===== src/rtl/decode_stage.sv =====
// ID stage: buffers a fetched instruction, decodes its immediate format and
// registers the bundle for execute. Optional DECODE_ILLEGAL_EN flags bad opcodes.
module decode_stage #(
   parameter int unsigned     XLEN         = 32,
   parameter logic [XLEN-1:0] RESET_PC_TAG = '0
) (
   input  logic            clk,
   input  logic            rst,
   input  logic            if_valid,
   output logic            if_ready,
   input  logic [31:0]     if_inst,
   input  logic [XLEN-1:0] if_pc,
   input  logic            flush,
   output logic [2:0]      immsel,
   output logic [24:0]     inst_31_7,
   input  logic [31:0]     imm_in,
   output logic            ex_valid,
   input  logic            ex_ready,
   output logic [XLEN-1:0] ex_pc,
   output logic [31:0]     ex_imm,
   output logic [4:0]      ex_rs1,
   output logic [4:0]      ex_rs2,
   output logic [4:0]      ex_rd,
   output logic [2:0]      ex_funct3,
   output logic            ex_funct7b5,
   output logic [6:0]      ex_opcode,
   output logic [2:0]      ex_immsel,
   output logic            ex_illegal
);

   localparam logic [31:0] NOP = 32'h0000_0013;

   logic            id_valid;
   logic [31:0]     id_inst;
   logic [XLEN-1:0] id_pc;
   logic            ex_free;
   logic            id_adv;
   logic            fetch;
   logic            known_op;
   logic            illegal;

   assign ex_free   = !ex_valid | ex_ready;
   assign id_adv    = id_valid & ex_free;
   assign if_ready  = !id_valid | ex_free;
   assign fetch     = if_valid & if_ready;
   assign inst_31_7 = id_inst[31:7];

   always_comb begin
      immsel   = 3'd0;
      known_op = 1'b1;
      case (id_inst[6:0])
         7'b0110011: immsel = 3'd0;
         7'b0010011,
         7'b0000011,
         7'b1100111: immsel = 3'd1;
         7'b0100011: immsel = 3'd2;
         7'b1100011: immsel = 3'd3;
         7'b0110111,
         7'b0010111: immsel = 3'd4;
         7'b1101111: immsel = 3'd5;
         7'b1110011: immsel = 3'd6;
         default: begin
            immsel   = 3'd0;
            known_op = 1'b0;
         end
      endcase
   end

`ifdef DECODE_ILLEGAL_EN
   assign illegal = !known_op | (id_inst[1:0] != 2'b11);
`else
   assign illegal = 1'b0;
   logic unused_known;
   assign unused_known = known_op;
`endif

   always_ff @(posedge clk or posedge rst) begin
      if (rst) begin
         id_valid <= 1'b0;
         id_inst  <= NOP;
         id_pc    <= '0;
      end else if (flush) begin
         id_valid <= 1'b0;
      end else if (fetch) begin
         id_valid <= 1'b1;
         id_inst  <= if_inst;
         id_pc    <= if_pc;
      end else if (id_adv) begin
         id_valid <= 1'b0;
      end
   end

   // EX fields only move on id_adv, so they hold while execute stalls
   always_ff @(posedge clk or posedge rst) begin
      if (rst) begin
         ex_valid    <= 1'b0;
         ex_pc       <= RESET_PC_TAG;
         ex_imm      <= '0;
         ex_rs1      <= '0;
         ex_rs2      <= '0;
         ex_rd       <= '0;
         ex_funct3   <= '0;
         ex_funct7b5 <= 1'b0;
         ex_opcode   <= '0;
         ex_immsel   <= '0;
         ex_illegal  <= 1'b0;
      end else if (flush) begin
         ex_valid <= 1'b0;
      end else if (id_adv) begin
         ex_valid    <= 1'b1;
         ex_pc       <= id_pc;
         ex_imm      <= imm_in;
         ex_rs1      <= id_inst[19:15];
         ex_rs2      <= id_inst[24:20];
         ex_rd       <= illegal ? 5'd0 : id_inst[11:7];
         ex_funct3   <= id_inst[14:12];
         ex_funct7b5 <= id_inst[30];
         ex_opcode   <= id_inst[6:0];
         ex_immsel   <= illegal ? 3'd0 : immsel;
         ex_illegal  <= illegal;
      end else if (ex_ready) begin
         ex_valid <= 1'b0;
      end
   end

endmodule


===== config.mk =====
export PLATFORM = sky130hd
export DESIGN_NAME = decode_stage
export DESIGN_NICKNAME = d
export VERILOG_FILES = /design/src/rtl/decode_stage.sv
export SDC_FILE = /design/constraint.sdc
export NUM_CORES = 1
export LEC_CHECK = 0
export BUFFER_PORTS_ARGS = -buffer_cell sky130_fd_sc_hd__buf_2
export CAP_MARGIN = 20
export CORE_MARGIN = 1
export CORE_UTILIZATION = 49
export DETAILED_ROUTE_END_ITERATION = 10
export PLACE_DENSITY = 0.79
export SYNTH_ARGS = -nofsm -noshare
export SYNTH_HDL_FRONTEND = slang
export SYNTH_SLANG_ARGS = --single-unit

===== constraint.sdc =====
create_clock -name clk -period 7.2 [get_ports clk]
set_clock_uncertainty 0.15 [all_clocks]
set_input_delay 1.44 -clock clk [delete_from_list [all_inputs] [get_ports clk]]
set_output_delay 1.44 -clock clk [all_outputs]
set_load 0.05 [all_outputs]

Word-level counts from Yosys, hierarchy flattened
Cells that the tools add are included.
{"block": "word_totals", "ff_bits": 159, "input_bits": 101, "output_inout_bits": 124, "wordCells": 42}
{"block": "classes", "eq_ne": 9, "n_mux": 7, "n_bitwise": 5, "n_reduce_logical": 8}
{"operator": "7-bit == test, second input constant", "n": 4}
{"operator": "3-bit one-hot mux with 6 select lines", "n": 1}
{"operator": "7-bit by 5-bit == test with 1-bit output, second input constant", "n": 2}
{"operator": "7-bit by 6-bit == test with 1-bit output, second input constant", "n": 2}
{"operator": "7-bit by 2-bit == test with 1-bit output, second input constant", "n": 1}
{"operator": "1-bit two-way mux", "n": 6}
{"operator": "3-bit nonzero test", "n": 2}
{"operator": "2-bit AND reduction", "n": 2}
{"operator": "3-bit OR reduction", "n": 1}
{"operator": "1-bit AND", "n": 2}
{"operator": "1-bit zero test", "n": 2}
{"operator": "1-bit OR", "n": 2}
{"operator": "2-bit OR reduction", "n": 1}
{"operator": "1-bit NOT", "n": 1}

Logic depth before layout (Yosys ltp)
{"block": "logic_depth", "ltp_word": 6, "ltp_mapped": 6, "depth_no_buf": 4}

Worst setup path after synthesis
No wires, ideal clock.
{"block": "synth_path", "path_type": "in2out", "from": "input port ex_ready", "to": "output port if_ready", "t_arrival_ns": 1.874, "slack_ns": 3.736, "stages": 2, "cell_sequence": "nor2b_4 -> nand2_1"}
{"block": "synth_via", "elab_chain_len": 2}
{"item": "start: declaration", "line": "18", "rtl": "input logic ex_ready,"}
{"item": "1-bit OR", "line": "42", "rtl": "assign ex_free = !ex_valid | ex_ready;"}
{"item": "1-bit OR", "line": "44", "rtl": "assign if_ready = !id_valid | ex_free;"}
{"item": "end: declaration", "line": "10", "rtl": "output logic if_ready,"}
No other way between the ends.

Worst setup path after layout
Ends and elaborated chain as after synthesis.

==> out/metrics.yaml <==
floorplanning:
  die_w_um: 115
  io_pins: 225
  initial_core_util: 0.513
  die_area_mm2: 0.0132
  core_area_mm2: 0.0122
  rows: 40
  dieHeight_um: 115
sta:
  setup_tns_ns: 0
  fin_crit_ns: 3.63
  rsz0062_at_grt: "no"
  slew_headroom: 0.419
  finalCritPeriodShare: 0.504
  slew_violations: 0
  hold_ws_ns: 0.326
  setup_viol: 0
  tightestPinTransition_ns: 0.872
  fmax_ghz: 0.276
  final-hold-violation-count: 0
clock_tree:
  cts_tree: "done"
  cts.clk_slew.worst_paths_ns: 0.06
  cts-buffers-inserted: 17
  cts_sinks: 159
  ctsRootBufferMaster: "clkbuf_16"
  cts_buffer_depth: 2
  clkLatencyLatePin_ns: 0.42
  hold_buffers: 0
  ctsResizeCount: 0
  htreeDepth: 4
  cts_setup_buffers: 0
job:
  cap_violations: 0
cells_and_area:
  antennaDiodeCount: 0
  post-route-util: 0.644
  fin_cells: 770
  mostFrequentLayoutCell: "buf_2"
  nets: 690
  syn_to_final_growth_pct: 25.5
  final_cell_mix: "buf_2 (223), dfrtp_1 (156), mux2_2 (98)"
  drive_above_1_share: 0.600
placed_design:
  dpl.hpwl_mm: 8.39
  place_inst: 738
  numPortBuffers: 223
  place_congestion: 0.709
routing:
  viasPerCell: 4.89
  wl_mm: 12.1
  drt_iter0_drc: 151
  drtAntennaViolNets: 0
  drc_errors: 0
  vias: 3763
  routedWlPerCell_um: 15.8
  drtPass1Iterations: 4
global_route:
  grt_pass1_vias: 3994
  track_usage: 0.197
  grt_pass1_wl_mm: 19.4
  grt_max_degree: 93
  antenna_found_initial: 0
  overflow: 0
setup_path:
  crit_path_max_fanout: 4
  crit_slowest_cell: "buf_2"
  cp-end-kind: "primary output"
  cpMostUsedCell: "buf_2"
  crit_family: "buffers and inverters"
  critPathLaunchType: "input port"
  worstSetupPathType: "in2out"
  slowest_delay_ns: 0.22
  crit_buf_inv: 2
  cp_data_arrival_time_ns: 2.04
  worst_ep_required_time_ns: 5.61
  worstPathCellList: "buf_2, nor2b_4, nand2_1, buf_2"
yosys:
  yosysWarnings: 0
  syn_avg_cell_area_um2: 16.2
  synth_top_area_cell: "dfrtp_1"
  synth_area_leaders: "dfrtp_1 (62%), mux2_2 (18%), mux2_1 (10%), buf_4 (3.4%), buf_6 (2.2%)"
  yosysTopAreaCellShare: 0.623
  synth-seq-cells: 159
  synth_nets: 487
  ys_seq_area_frac: 0.636
  netlist_area_mm2: 0.00626
  synthCells: 386
  synth_cell_types: 24
pwr:
  finalPower_w: 0.00309
  ir_drop_mv: 0.222
  p_leak_nw: 3.80
  power_density_mw_per_mm2: 394
status:
  status: "complete, no violations"
hold_path:
  hold_path_class: "reg2reg"
worst reg2reg max path, stage by stage (launching register included):
cell      delay (ns)
dfrtp_1         0.37
nor2b_4         0.22
nand2_1         0.10
nand3b_1        0.10
buf_4           0.68
mux2_2          0.46
synth_stat cells:
cell type  instances
buf_6             12
mux2_2            98
o2111a_1           1
nand3b_1           1
buf_4             28
dfrtp_1          156
o22ai_1            2
dfstp_2            3
nor2b_4            1
conb_1             1
buf_2              3
nor3b_2            1
nor3b_1            1
nand2_1            3
inv_1              4
nor3_1             1
and4b_1            1
nor2_1             5
a21oi_1            2
and2_1             1
mux2_1            58
nand4_1            1
o21ai_0            1
and3_1             1
power by group:
group	total, W	switching, W	leakage, nW	internal [W]
Sequential	0.00119	0.000103	1.89	0.00109
Clock	0.000890	0.000340	0.285	0.000550
Combinational	0.00101	0.000749	1.63	0.000263
metrics by stage:
step                      setup WS [ns]  instance area, µm²
after global placement             3.61                7270
after floorplan                    1.32                6260
final                              3.57                7860
after global routing               3.55                7860
after detailed placement           3.58                7270
after CTS                          3.58                7860
final cells by class:
| cell class | count | area (µm²) |
|---|---|---|
| Multi-Input combinational cell | 180 | 1910 |
| Inverter | 4 | 20.0 |
| Tap cell | 168 | 210 |
| Clock buffer | 20 | 447 |
| Timing Repair Buffer | 227 | 1150 |
| Fill cell | 928 | 4350 |
| Clock inverter | 12 | 143 |
| Sequential cell | 159 | 3980 |
path summary, 6_finish.rpt:
check                          from        end  slack [ns]  depth (start not counted)
min                        ex_pc[5]   ex_pc[5]        0.33                          1
max in group asynchronous       rst  ex_pc[14]        4.57                          3
max                        ex_ready   if_ready        3.57                          4
min in group asynchronous       rst   ex_pc[3]        1.02                          2
max reg2reg                ex_valid  id_pc[30]        5.01                          5
min reg2reg                ex_pc[5]   ex_pc[5]        0.33                          1
flip-flops by register name, indices dropped and copies added (netlist names):
register,flops
ex_rs2,5
ex_funct7b5,1
id_valid,1
ex_valid,1
ex_imm,32
ex_rd,5
ex_funct3,3
ex_pc,32
ex_opcode,7
id_inst,32
ex_immsel,3
ex_rs1,5
id_pc,32
layer usage:
| metal | global-route usage | vias up | part of all wire |
|---|---|---|---|
| met4 | 0.0892 | 0 | 0.019 |
| met5 | 0 | - | 0 |
| met1 | 0.223 | 1854 | 0.40 |
| li1 | - | 1731 | - |
| met3 | 0.0796 | 17 | 0.085 |
| met2 | 0.327 | 161 | 0.49 |
cells by family (layout without fill, tap and decap cells):
| group | Yosys count | in the layout | synth area share |
|---|---|---|---|
| buffers and inverters | 47 | 263 | 0.0599 |
| flip-flops | 159 | 159 | 0.636 |
| AO/OA/AOI/OAI | 6 | 6 | 0.00619 |
| multiplexers | 156 | 156 | 0.281 |
| AND/OR/NAND/NOR | 17 | 17 | 0.0168 |
| other | 1 | 1 | 0.000599 |
No activity file was read; power rests on OpenSTA's default activity.
